### src/rtl/load_store_unit_if.sv
// Data-memory bus between the load/store stage and memory.
// Single request/acknowledge transaction per access.
interface load_store_unit_if;
  logic        mem_req;
  logic        mem_we;
  logic [31:0] mem_addr;
  logic [3:0]  mem_be;
  logic [31:0] mem_wdata;
  logic        mem_ack;
  logic [31:0] mem_rdata;

  modport master (
    output mem_req, mem_we, mem_addr,
    output mem_be, mem_wdata,
    input  mem_ack, mem_rdata
  );

  modport slave (
    input  mem_req, mem_we, mem_addr,
    input  mem_be, mem_wdata,
    output mem_ack, mem_rdata
  );
endinterface

### src/rtl/load_store_unit.sv
// RV32 memory-access stage: one bus transaction per load/store,
// with alignment/funct3 checking, bus timeout and load extension.
module load_store_unit #(
  parameter int unsigned TIMEOUT = 16
) (
  input  logic        clk,
  input  logic        rst_n,
  input  logic        MemRead,
  input  logic        MemWrite,
  input  logic [2:0]  funct3,
  input  logic [31:0] Addr,
  input  logic [31:0] WriteData,
  output logic [31:0] LoadData,
  output logic        Stall,
  output logic        MisalignedErr,
  output logic        BusErr,
  load_store_unit_if.master bus
);

  typedef enum logic [1:0] {
    IDLE,
    BUS,
    DONE
  } state_t;

  localparam logic [7:0] LAST = 8'(TIMEOUT - 1);

  state_t      state;
  logic [7:0]  cnt;
  logic [2:0]  f3_q;
  logic [1:0]  off_q;

  logic        valid;
  logic        is_st;
  logic        bad_f3;
  logic        misal;
  logic        err;
  logic [3:0]  be_n;
  logic [31:0] wdata_n;
  logic [31:0] sh;
  logic [7:0]  byte_v;
  logic [15:0] half_v;
  logic [31:0] ld;

  assign valid = MemRead | MemWrite;
  assign is_st = MemWrite;

  always_comb begin
    bad_f3 = 1'b1;
    unique case (funct3)
      3'b000, 3'b001, 3'b010: bad_f3 = 1'b0;
      3'b100, 3'b101:         bad_f3 = is_st;
      default:                bad_f3 = 1'b1;
    endcase
  end

  assign misal = (funct3[1:0] == 2'b01 && Addr[0])
              || (funct3 == 3'b010 && Addr[1:0] != 2'b00);
  assign err   = bad_f3 | misal;

  always_comb begin
    be_n    = 4'b1111;
    wdata_n = WriteData;
    if (is_st) begin
      unique case (funct3[1:0])
        2'b00: begin
          be_n    = 4'b0001 << Addr[1:0];
          wdata_n = {4{WriteData[7:0]}};
        end
        2'b01: begin
          be_n    = Addr[1] ? 4'b1100 : 4'b0011;
          wdata_n = {2{WriteData[15:0]}};
        end
        default: ;
      endcase
    end
  end

  assign sh     = bus.mem_rdata >> {off_q, 3'b000};
  assign byte_v = sh[7:0];
  assign half_v = off_q[1] ? bus.mem_rdata[31:16]
                           : bus.mem_rdata[15:0];

  always_comb begin
    ld = bus.mem_rdata;
    unique case (f3_q)
      3'b000:  ld = {{24{byte_v[7]}}, byte_v};
      3'b001:  ld = {{16{half_v[15]}}, half_v};
      3'b100:  ld = {24'h0, byte_v};
      3'b101:  ld = {16'h0, half_v};
      default: ld = bus.mem_rdata;
    endcase
  end

  // Gated by rst_n so the core is released as soon as reset asserts
  assign Stall = rst_n
              && (state == BUS
              || (state == IDLE && valid && !err));

  always_ff @(posedge clk or negedge rst_n) begin
    if (!rst_n) begin
      state         <= IDLE;
      cnt           <= '0;
      f3_q          <= '0;
      off_q         <= '0;
      LoadData      <= '0;
      MisalignedErr <= 1'b0;
      BusErr        <= 1'b0;
      bus.mem_req   <= 1'b0;
      bus.mem_we    <= 1'b0;
      bus.mem_addr  <= '0;
      bus.mem_be    <= '0;
      bus.mem_wdata <= '0;
    end else begin
      MisalignedErr <= 1'b0;
      BusErr        <= 1'b0;
      unique case (state)
        IDLE: begin
          if (valid && err) begin
            MisalignedErr <= 1'b1;
          end else if (valid) begin
            bus.mem_req   <= 1'b1;
            bus.mem_we    <= is_st;
            bus.mem_addr  <= {Addr[31:2], 2'b00};
            bus.mem_be    <= be_n;
            bus.mem_wdata <= wdata_n;
            f3_q          <= funct3;
            off_q         <= Addr[1:0];
            cnt           <= '0;
            state         <= BUS;
          end
        end
        BUS: begin
          if (bus.mem_ack) begin
            bus.mem_req <= 1'b0;
            if (!bus.mem_we) LoadData <= ld;
            state       <= DONE;
          end else if (cnt == LAST) begin
            bus.mem_req <= 1'b0;
            BusErr      <= 1'b1;
            if (!bus.mem_we) LoadData <= '0;
            state       <= DONE;
          end else begin
            cnt <= cnt + 8'd1;
          end
        end
        DONE:    state <= IDLE;
        default: state <= IDLE;
      endcase
    end
  end

endmodule
### src/flat_wrapper.sv
// flat-port wrapper written by rule: the top's interface ports become plain ports
module load_store_unit_flat 
#(
  parameter int unsigned TIMEOUT = 16
)
  (clk, rst_n, MemRead, MemWrite, funct3, Addr, WriteData, LoadData, Stall, MisalignedErr, BusErr, bus_mem_req, bus_mem_we, bus_mem_addr, bus_mem_be, bus_mem_wdata, bus_mem_ack, bus_mem_rdata);
  load_store_unit_if bus_i ();
  input  logic clk;
  input  logic rst_n;
  input  logic MemRead;
  input  logic MemWrite;
  input  logic [2:0] funct3;
  input  logic [31:0] Addr;
  input  logic [31:0] WriteData;
  output logic [31:0] LoadData;
  output logic Stall;
  output logic MisalignedErr;
  output logic BusErr;
  output wire logic [$bits(bus_i.mem_req)-1:0] bus_mem_req;
  output wire logic [$bits(bus_i.mem_we)-1:0] bus_mem_we;
  output wire logic [$bits(bus_i.mem_addr)-1:0] bus_mem_addr;
  output wire logic [$bits(bus_i.mem_be)-1:0] bus_mem_be;
  output wire logic [$bits(bus_i.mem_wdata)-1:0] bus_mem_wdata;
  input wire logic [$bits(bus_i.mem_ack)-1:0] bus_mem_ack;
  input wire logic [$bits(bus_i.mem_rdata)-1:0] bus_mem_rdata;
  assign bus_mem_req = bus_i.mem_req;
  assign bus_mem_we = bus_i.mem_we;
  assign bus_mem_addr = bus_i.mem_addr;
  assign bus_mem_be = bus_i.mem_be;
  assign bus_mem_wdata = bus_i.mem_wdata;
  assign bus_i.mem_ack = bus_mem_ack;
  assign bus_i.mem_rdata = bus_mem_rdata;
  load_store_unit #(.TIMEOUT(TIMEOUT)) u_core (.clk(clk), .rst_n(rst_n), .MemRead(MemRead), .MemWrite(MemWrite), .funct3(funct3), .Addr(Addr), .WriteData(WriteData), .LoadData(LoadData), .Stall(Stall), .MisalignedErr(MisalignedErr), .BusErr(BusErr), .bus(bus_i));
endmodule
### config.mk
export PLATFORM = sky130hd
export DESIGN_NAME = load_store_unit_flat
export DESIGN_NICKNAME = d
export VERILOG_FILES = /design/src/rtl/load_store_unit_if.sv /design/src/rtl/load_store_unit.sv /design/src/flat_wrapper.sv
export SDC_FILE = /design/constraint.sdc
export NUM_CORES = 1
export LEC_CHECK = 0
export CAP_MARGIN = 20
export CORE_ASPECT_RATIO = 2
export CORE_MARGIN = 2
export CORE_UTILIZATION = 48
export DETAILED_ROUTE_END_ITERATION = 6
export GPL_ROUTABILITY_DRIVEN = 0
export PLACE_DENSITY = 0.85
export SETUP_SLACK_MARGIN = 0.02
export SYNTH_ARGS = -nofsm -noshare
export SYNTH_HDL_FRONTEND = slang
export SYNTH_SLANG_ARGS = --single-unit
### constraint.sdc
create_clock -name clk -period 3.4 [get_ports clk]
set_input_delay 0.34 -clock clk [delete_from_list [all_inputs] [get_ports clk]]
set_output_delay 0.34 -clock clk [all_outputs]
set_load 0.05 [all_outputs]
==> results of run 1 <==
[final cells by class]
| type | instances | area [sq um] |
|---|---|---|
| clock buffers | 18 | 439 |
| clock inverters | 13 | 110 |
| well taps | 142 | 178 |
| multi-input cells | 310 | 2420 |
| repair buffers | 215 | 2150 |
| inverters | 7 | 26.3 |
| fillers | 789 | 3030 |
| flip-flops and latches | 117 | 2930 |
[path summary, 6_finish.rpt]
check | startpoint | to | slack (ns) | depth (start not counted)
max reg2reg | u_core.off_q[1]$_DFFE_PN0P_ | u_core.LoadData[29]$_DFFE_PN0P_ | 1.24 | 4
min in group clk | u_core.bus.mem_be[3]$_DFFE_PN0P_ | u_core.bus.mem_be[3]$_DFFE_PN0P_ | 0.48 | 2
min reg2reg | u_core.bus.mem_be[3]$_DFFE_PN0P_ | u_core.bus.mem_be[3]$_DFFE_PN0P_ | 0.48 | 2
min | rst_n | u_core.LoadData[21]$_DFFE_PN0P_ | 0.47 | 2
max | MemWrite | Stall | 0.91 | 5
max in group asynchronous | rst_n | u_core.LoadData[11]$_DFFE_PN0P_ | 1.93 | 3
[cell usage after synthesis (all sizes together)]
library cell / number
nand4: 1
nand2b: 17
nor3: 4
and3: 1
dfrtp: 117
inv: 7
a21oi: 13
a221oi: 1
and4: 2
ha: 1
a211oi: 1
o31ai: 1
nand3b: 1
nor4b: 5
a21boi: 1
nand3: 4
nor2b: 5
a31oi: 1
nand2: 55
nor3b: 1
o2bb2ai: 8
clkbuf: 12
mux2i: 32
o21ba: 1
or2: 1
conb: 1
a221o: 16
and2: 1
mux2: 50
o21ai: 34
mux4: 1
and3b: 1
nor4: 4
nor2: 28
o221ai: 8
a32o: 8
buf: 22
[cells by family after synthesis]
| group | Yosys count |
|---|---|
| compound gates | 93 |
| fa+ha+maj | 1 |
| buf+inv | 41 |
| flops | 117 |
| mux | 83 |
| other cells | 1 |
| simple gates | 131 |
[layer usage]
metal | global-route usage (%) | wire, microns | part of all wire [%]
met1 | 29.7 | 5690 | 34
met2 | 49.9 | 9240 | 56
met3 | 6.17 | 1070 | 6.5
met4 | 10.9 | 504 | 3.1
met5 | 0 | 0 | 0
[per-stage QoR]
step | area (sq um) | hold slack [ns] | setup slack, ns | util, % | std cells
after floorplan | 5580 | 0.0444 | 0.918 | - | 468
after global placement | 7700 | 0.365 | 0.975 | 68.2 | 790
after detailed placement | 7700 | 0.374 | 0.883 | 68.2 | 790
after CTS | 8260 | 0.485 | 0.880 | 73.2 | 822
after global routing | 8260 | 0.499 | 0.800 | 73.2 | 822
final | 8260 | 0.473 | 0.914 | 73.2 | 822
[sequential cells by signal (all words and copies together) (netlist names)]
name                  flops
u_core.bus.mem_addr      30
u_core.off_q              2
u_core.state              2
u_core.BusErr             1
u_core.bus.mem_wdata     32
u_core.LoadData          32
u_core.bus.mem_req        1
u_core.bus.mem_be         4
u_core.cnt                8
u_core.bus.mem_we         1
u_core.MisalignedErr      1
u_core.f3_q               3
[repair_timing]
| item | 4_1_cts | 5_1_grt |
|---|---|---|
| hold buffers | 1 | 0 |
| endpoints found under the hold margin | 43 | 0 |
| setup endpoints to repair | 0 | 0 |
[where the power goes]
part / leakage, nW / total, mW / switching [mW] / internal, mW
Clock: 0.260 / 1.67 / 0.656 / 1.01
Sequential: 1.44 / 2.51 / 0.481 / 2.03
Combinational: 1.95 / 4.98 / 3.11 / 1.87
[worst register-to-register path: cells and delay by family (launching register included)]
kind,cells,cell delay [ns]
DFF,1,0.70
and+or+nand+nor,1,0.65
AOI/OAI and AO/OA,2,0.53
muxes,1,0.21
==> results by group, run 1 <==
Run status
  – Status: finished, final reports clean

STA
  – Worst relative slew slack: 37.9%
  – RSZ-0062 raised after global routing: false
  – Fmax: roughly 0.40 GHz
  – Slew Limit Fails: 0
  – Final hold vios: 0
  – Setup violations, final: 0
  – Tmin final: approximately 2.5 ns
  – Period utilisation layout: roughly three quarters
  – Fin Setup TNS: 0 ns
  – Skew final: 0.00867 ns
  – Worst-Margin Slew: slightly above 0.9 ns

GRT
  – GRT Util Overall: 27.3%
  – Total grt overflow: 0
  – Initial antenna violation count: 0
  – Largest net degree at the start of global routing: around 120
  – Vias in the first global route: between 4000 and 5000
  – First-pass GRT wire length: between 20 and 30 mm

Power and ir drop
  – P_leak: between 3 and 4 nW
  – VDD IR max: approximately 0.00064 V
  – Pwr Total: between 9 and 10 mW
  – Power per cell area: about 1100 nW/um^2

Setup path
  – Critical path endpoint category: output pin
  – Arrival @ worst endpoint: between 2 and 2.5 ns
  – Crit path cell chain: clkdlybuf4s50_1 -> a221oi_2 -> o221ai_4 -> a21boi_1 -> buf_12
  – Slowest stage cell, crit path: clkdlybuf4s50_1
  – Critical path type: in2out
  – Critical Path RT: between 3 and 4 ns
  – CP Launch Type: input port
  – Critical path's top delay family: compound AO/OA/AOI/OAI gates
  – CP Max Fanout: 6
  – Crit-path max cell delay: 0.58 ns
  – Critical path buffers and inverters: 2

Worst hold path
  – Hold Path Class: in2async

Drt
  – DRT Pass-1 Iters: 5
  – Antenna Nets Post-Route: 0
  – Via count: 4549
  – Drt wl/cell: roughly 20 microns
  – Iteration-0 DRC Markers: ~240
  – Vias/cell: between 5 and 6
  – Final WL: 16.5 mm
  – DR DRC count: 0

Placement
  – # port buffers: 206
  – HPWL Detailed: approximately 12 mm

Clock tree
  – Bufs on Longest Clock Path: 2
  – Clk_lat worst skew: around 0.4 ns
  – CTS tree: yes
  – Clk sinks: approximately 120
  – Post-CTS Resized: 0
  – CTS buffer count: 17
  – Clk slew on worst S/H paths: around 0.06 ns
  – Postcts setup bufs: 0
  – CTS root buf: clkbuf_16
  – H-tree depth: 4

Finish
  – Share of cells above drive strength 1: 14.1%
  – Area Overhead vs Synth: 48.2%
  – Ant diodes: 0
  – Commonest non-fill, non-tap cell in the layout: clkdlybuf4s50_1
  – Final #Nets: just under 800
  – Most frequent cells in the layout: clkdlybuf4s50_1, dfrtp_1, nand2_1

Die
  – FP Rows: 55
  – Io pins: 209
  – Starting density of the core: between 40% and 50%
  – Core area: about 11000 sq um
  – Die Y: about 160 microns
  – Die X: 80.2 microns
  – Area of the die: 12500 sq um

Logic synthesis
  – Synth warn: 0
  – Mux share of post-synthesis cell area: a little under a fifth
  – Synth Cell Area: 5570 sq um
  – Seq/Total Area, Yosys: between 50% and 60%
  – Synth top area share: around 53%
  – Unique cell type count in the Yosys netlist: 48
  – Cell taking the most area after synthesis: dfrtp_1
  – Post-Synth Adder-Cell Area: less than 1%
  – Avg Synthesized Cell Area: roughly 12 sq um
  – Yosys reg bits: between 100 and 150
  – Synth Area in XOR/XNOR: 0%
  – Synth Instances: 467
  – Largest family of logic cells by synthesized area: multiplexers
  – Compound-Gate Fraction of Synth Area: around an eighth
  – Synth top area cells: dfrtp_1, mux2_4, mux2i_1, nand2_1, a221o_1
  – Post-synthesis simple-gate area fraction: between 10% and 20%

Flow run
  – Number of max-cap violations: 0
Note: power is estimated with default switching activity, not from simulation.
==> inputs of run 2 (changes only) <==
--- a/config.mk
+++ b/config.mk
@@ -8,10 +8,10 @@
 export CAP_MARGIN = 20
 export CORE_ASPECT_RATIO = 2
 export CORE_MARGIN = 2
-export CORE_UTILIZATION = 48
+export CORE_UTILIZATION = 45
 export DETAILED_ROUTE_END_ITERATION = 6
 export GPL_ROUTABILITY_DRIVEN = 0
-export PLACE_DENSITY = 0.85
+export PLACE_DENSITY = 0.8
 export SETUP_SLACK_MARGIN = 0.02
 export SYNTH_ARGS = -nofsm -noshare
 export SYNTH_HDL_FRONTEND = slang
==> constraint.sdc (replaced) <==
create_clock -name clk -period 2.4 [get_ports clk]
set_input_delay 0.24 -clock clk [delete_from_list [all_inputs] [get_ports clk]]
set_output_delay 0.24 -clock clk [all_outputs]
set_load 0.05 [all_outputs]
==> results by group, run 2 (synthesized netlist as in run 1, its figures left out) <==
Setup path
  – FF-to-FF setup slack: 0.45 ns (was 1.24 ns)
  – Slowest stage cell, crit path: clkdlybuf4s50_1 (unchanged)
  – Critical path type: in2out (unchanged)
  – R2r worst-path depth: 5 (was 4)
  – Reg-to-Reg Start: u_core.cnt[0]$_DFFE_PN0P_ (was u_core.off_q[1]$_DFFE_PN0P_)
  – Critical path buffers and inverters: 2 (unchanged)
  – CP Launch Type: input port (unchanged)
  – Critical Path RT: 2.16 ns (was 3.06 ns)
  – Critical path endpoint category: output pin (unchanged)
  – CP Max Fanout: 11 (was 6)
  – R2R Path End: u_core.cnt[0]$_DFFE_PN0P_ (was u_core.LoadData[29]$_DFFE_PN0P_)
  – Worst path depth: 5 (unchanged)
  – Crit path cell chain: clkdlybuf4s50_1 -> nor4_4 -> o221ai_4 -> a21boi_2 -> buf_12 (was clkdlybuf4s50_1 -> a221oi_2 -> o221ai_4 -> a21boi_1 -> buf_12)
  – Crit-path max cell delay: 0.53 ns (was 0.58 ns)
  – Arrival @ worst endpoint: 1.96 ns (was 2.15 ns)
  – Critical path's top delay family: buffers and inverters (was compound AO/OA/AOI/OAI gates)

Worst hold path
  – Hold_sp: Addr[25]
  – Hold Path Class: in2reg (was in2async)
  – Hold EP: u_core.bus.mem_addr[25]$_DFFE_PN0P_
  – WHS Path Cells: 2

STA
  – Fmax: around 0.46 GHz
  – Setup violations, final: 0 (unchanged)
  – Period utilisation layout: 91.5%
  – Tmin final: 2.20 ns
  – Final hold vios: 0 (unchanged)
  – Hold WS: 0.446 ns (was 0.473 ns)
  – Worst-Margin Slew: 0.636 ns (was 0.923 ns)
  – Worst relative slew slack: 57.6% (was 37.9%)
  – Skew final: 0.00970 ns (was 0.00867 ns)
  – Slew Limit Fails: 0 (unchanged)
  – RSZ-0062 raised after global routing: false (unchanged)
  – Fin Setup TNS: 0 ns (unchanged)

Finish
  – Design Area, Final: 8450 sq um (was 8260 sq um)
  – Most frequent cells in the layout: clkdlybuf4s50_1, dfrtp_1, nand2_1 (unchanged)
  – Area Overhead vs Synth: 51.6% (was 48.2%)
  – Finished Layout Cells: 842 (was 822)
  – Commonest non-fill, non-tap cell in the layout: clkdlybuf4s50_1 (unchanged)
  – Share of cells above drive strength 1: 15.8% (was 14.1%)
  – Ant diodes: 0 (unchanged)
  – Biggest regs: u_core.LoadData (32), u_core.bus.mem_wdata (32), u_core.bus.mem_addr (30) (unchanged)
  – Final #Nets: 787 (was 773)

Placement
  – Area after DPL: 7840 sq um (was 7700 sq um)
  – HPWL Detailed: 12.3 mm (was 11.9 mm)
  – # port buffers: 206 (unchanged)
  – Dpl cells: 809 (was 790)

Clock tree
  – Bufs on Longest Clock Path: 2 (unchanged)
  – CTS root buf: clkbuf_16 (unchanged)
  – CTS buffer count: 17 (unchanged)
  – Clk_lat worst skew: 0.40 ns (was 0.41 ns)
  – Clk sinks: 117 (unchanged)
  – CTS tree: yes (unchanged)
  – H-tree depth: 4 (unchanged)
  – Postcts setup bufs: 0 (unchanged)
  – Clk slew on worst S/H paths: 0.06 ns (about the same)

Power and ir drop
  – P_leak: 3.75 nW (was 3.65 nW)
  – Power per cell area: 1570 nW/um^2 (was 1110 nW/um^2)
  – Pwr Total: 13.2 mW (was 9.16 mW)
  – VDD IR max: 0.00101 V (was 0.000640 V)

GRT
  – Total grt overflow: 0 (unchanged)
  – Most Crowded Layer GR: met2 (unchanged)
  – Vias in the first global route: 4955 (was 4803)
  – Met3 usage: 6.59% (was 6.17%)
  – First-pass GRT wire length: 25.3 mm (was 25.8 mm)
  – Largest net degree at the start of global routing: 118 (was 116)
  – Initial antenna violation count: 0 (unchanged)
  – GRT Util Overall: 25.3% (was 27.3%)
  – GRT met2 Usage: 46.3% (was 49.9%)
  – Met1 usage: 25.0% (was 29.7%)

Die
  – Io pins: 209 (unchanged)
  – Area of the die: 13300 sq um (was 12500 sq um)
  – Die X: 82.7 microns (was 80.2 microns)
  – Die Y: 161 microns (was 156 microns)
  – Starting density of the core: 46.0% (was 49.4%)
  – Core area: 12100 sq um (was 11300 sq um)
  – FP Rows: 57 (was 55)

Drt
  – Via count: 4593 (was 4549)
  – Vias/cell: 5.45 (was 5.53)
  – DRT Pass-1 Iters: 4 (was 5)
  – Drt wl/cell: 19.6 microns (was 20.1 microns)
  – Final WL: 16.5 mm (about the same)
  – DR DRC count: 0 (unchanged)
  – Antenna Nets Post-Route: 0 (unchanged)
  – Iteration-0 DRC Markers: 248 (was 238)

Flow run
  – Number of max-cap violations: 0 (unchanged)

Run status
  – Status: finished, final reports clean (unchanged)
## run 2: cell types whose count changed in the layout (fill, tap and decap cells not counted), moves of 2 or more
cell | previous run | this run
bufinv_16 | 1 | 3
buf_12 | 2 | 4
clkinv_4 | 1 | 3
clkinvlp_4 | 5 | 3
clkbuf_1 | 0 | 2
buf_4 | 8 | 20
## run 2: repair_timing
action | 4_1_cts | 5_1_grt
endpoints found under the setup margin | 1 | 1
hold buffers | 1 | 0
hold endpoints to repair | 117 | 0
resized for setup | 1 | 1
## run 2: worst reg2reg max path, stage by stage (launching register included)
cell and delay [ns]:
dfrtp_1 0.42, ha_1 0.22, and3_1 0.21, and4_1 0.28, nor3_2 0.34, mux2_1 0.36
## run 2: metal layers
layer	vias to the layer above	share of wire, %
met5	-	0
met2	178	56
met3	45	5.4
met4	0	3.8
met1	2252	34
li1	2118	-
## run 2: stage by stage
| step | util, % | setup slack, ns |
|---|---|---|
| after floorplan | - | 0.118 |
| after global placement | 64.6 | 0.0633 |
| after detailed placement | 64.6 | 0.00946 |
| after CTS | 69.7 | 0.116 |
| after global routing | 69.7 | 0.0909 |
| final | 69.7 | 0.203 |
## run 2: final cells by class
cell class,instances,area (sq um)
fill,880,3670
multi-input combinational,310,2440
inverter,7,26.3
timing repair buffer,229,2280
clock inverter,13,159
sequential,117,2930
tap,147,184
clock buffer,19,433
## run 2: worst max-delay path by stage
stage                    from                                   to  slack, ns
detailed placement  funct3[0]  u_core.bus.mem_wdata[3]$_DFFE_PN0P_      0.009
global route          Addr[0]                                Stall       0.09
CTS                 funct3[0]                                Stall       0.12
global placement    funct3[0]                                Stall       0.06
floorplan           funct3[0]                                Stall       0.12
finish              funct3[0]                                Stall       0.20
## run 2: power breakdown
group          internal [mW]  switching (mW)
registers               2.88           0.657
logic                   2.72            4.46
clock network           1.63           0.898
==> inputs of run 3 (changes only) <==
--- a/config.mk
+++ b/config.mk
@@ -9,6 +9,7 @@
 export CORE_ASPECT_RATIO = 2
 export CORE_MARGIN = 2
 export CORE_UTILIZATION = 45
+export CTS_CLUSTER_SIZE = 14
 export DETAILED_ROUTE_END_ITERATION = 6
 export GPL_ROUTABILITY_DRIVEN = 0
 export PLACE_DENSITY = 0.8
==> results of run 3 <==
No change in the layout: final DEF, timing and power equal those of run 2.
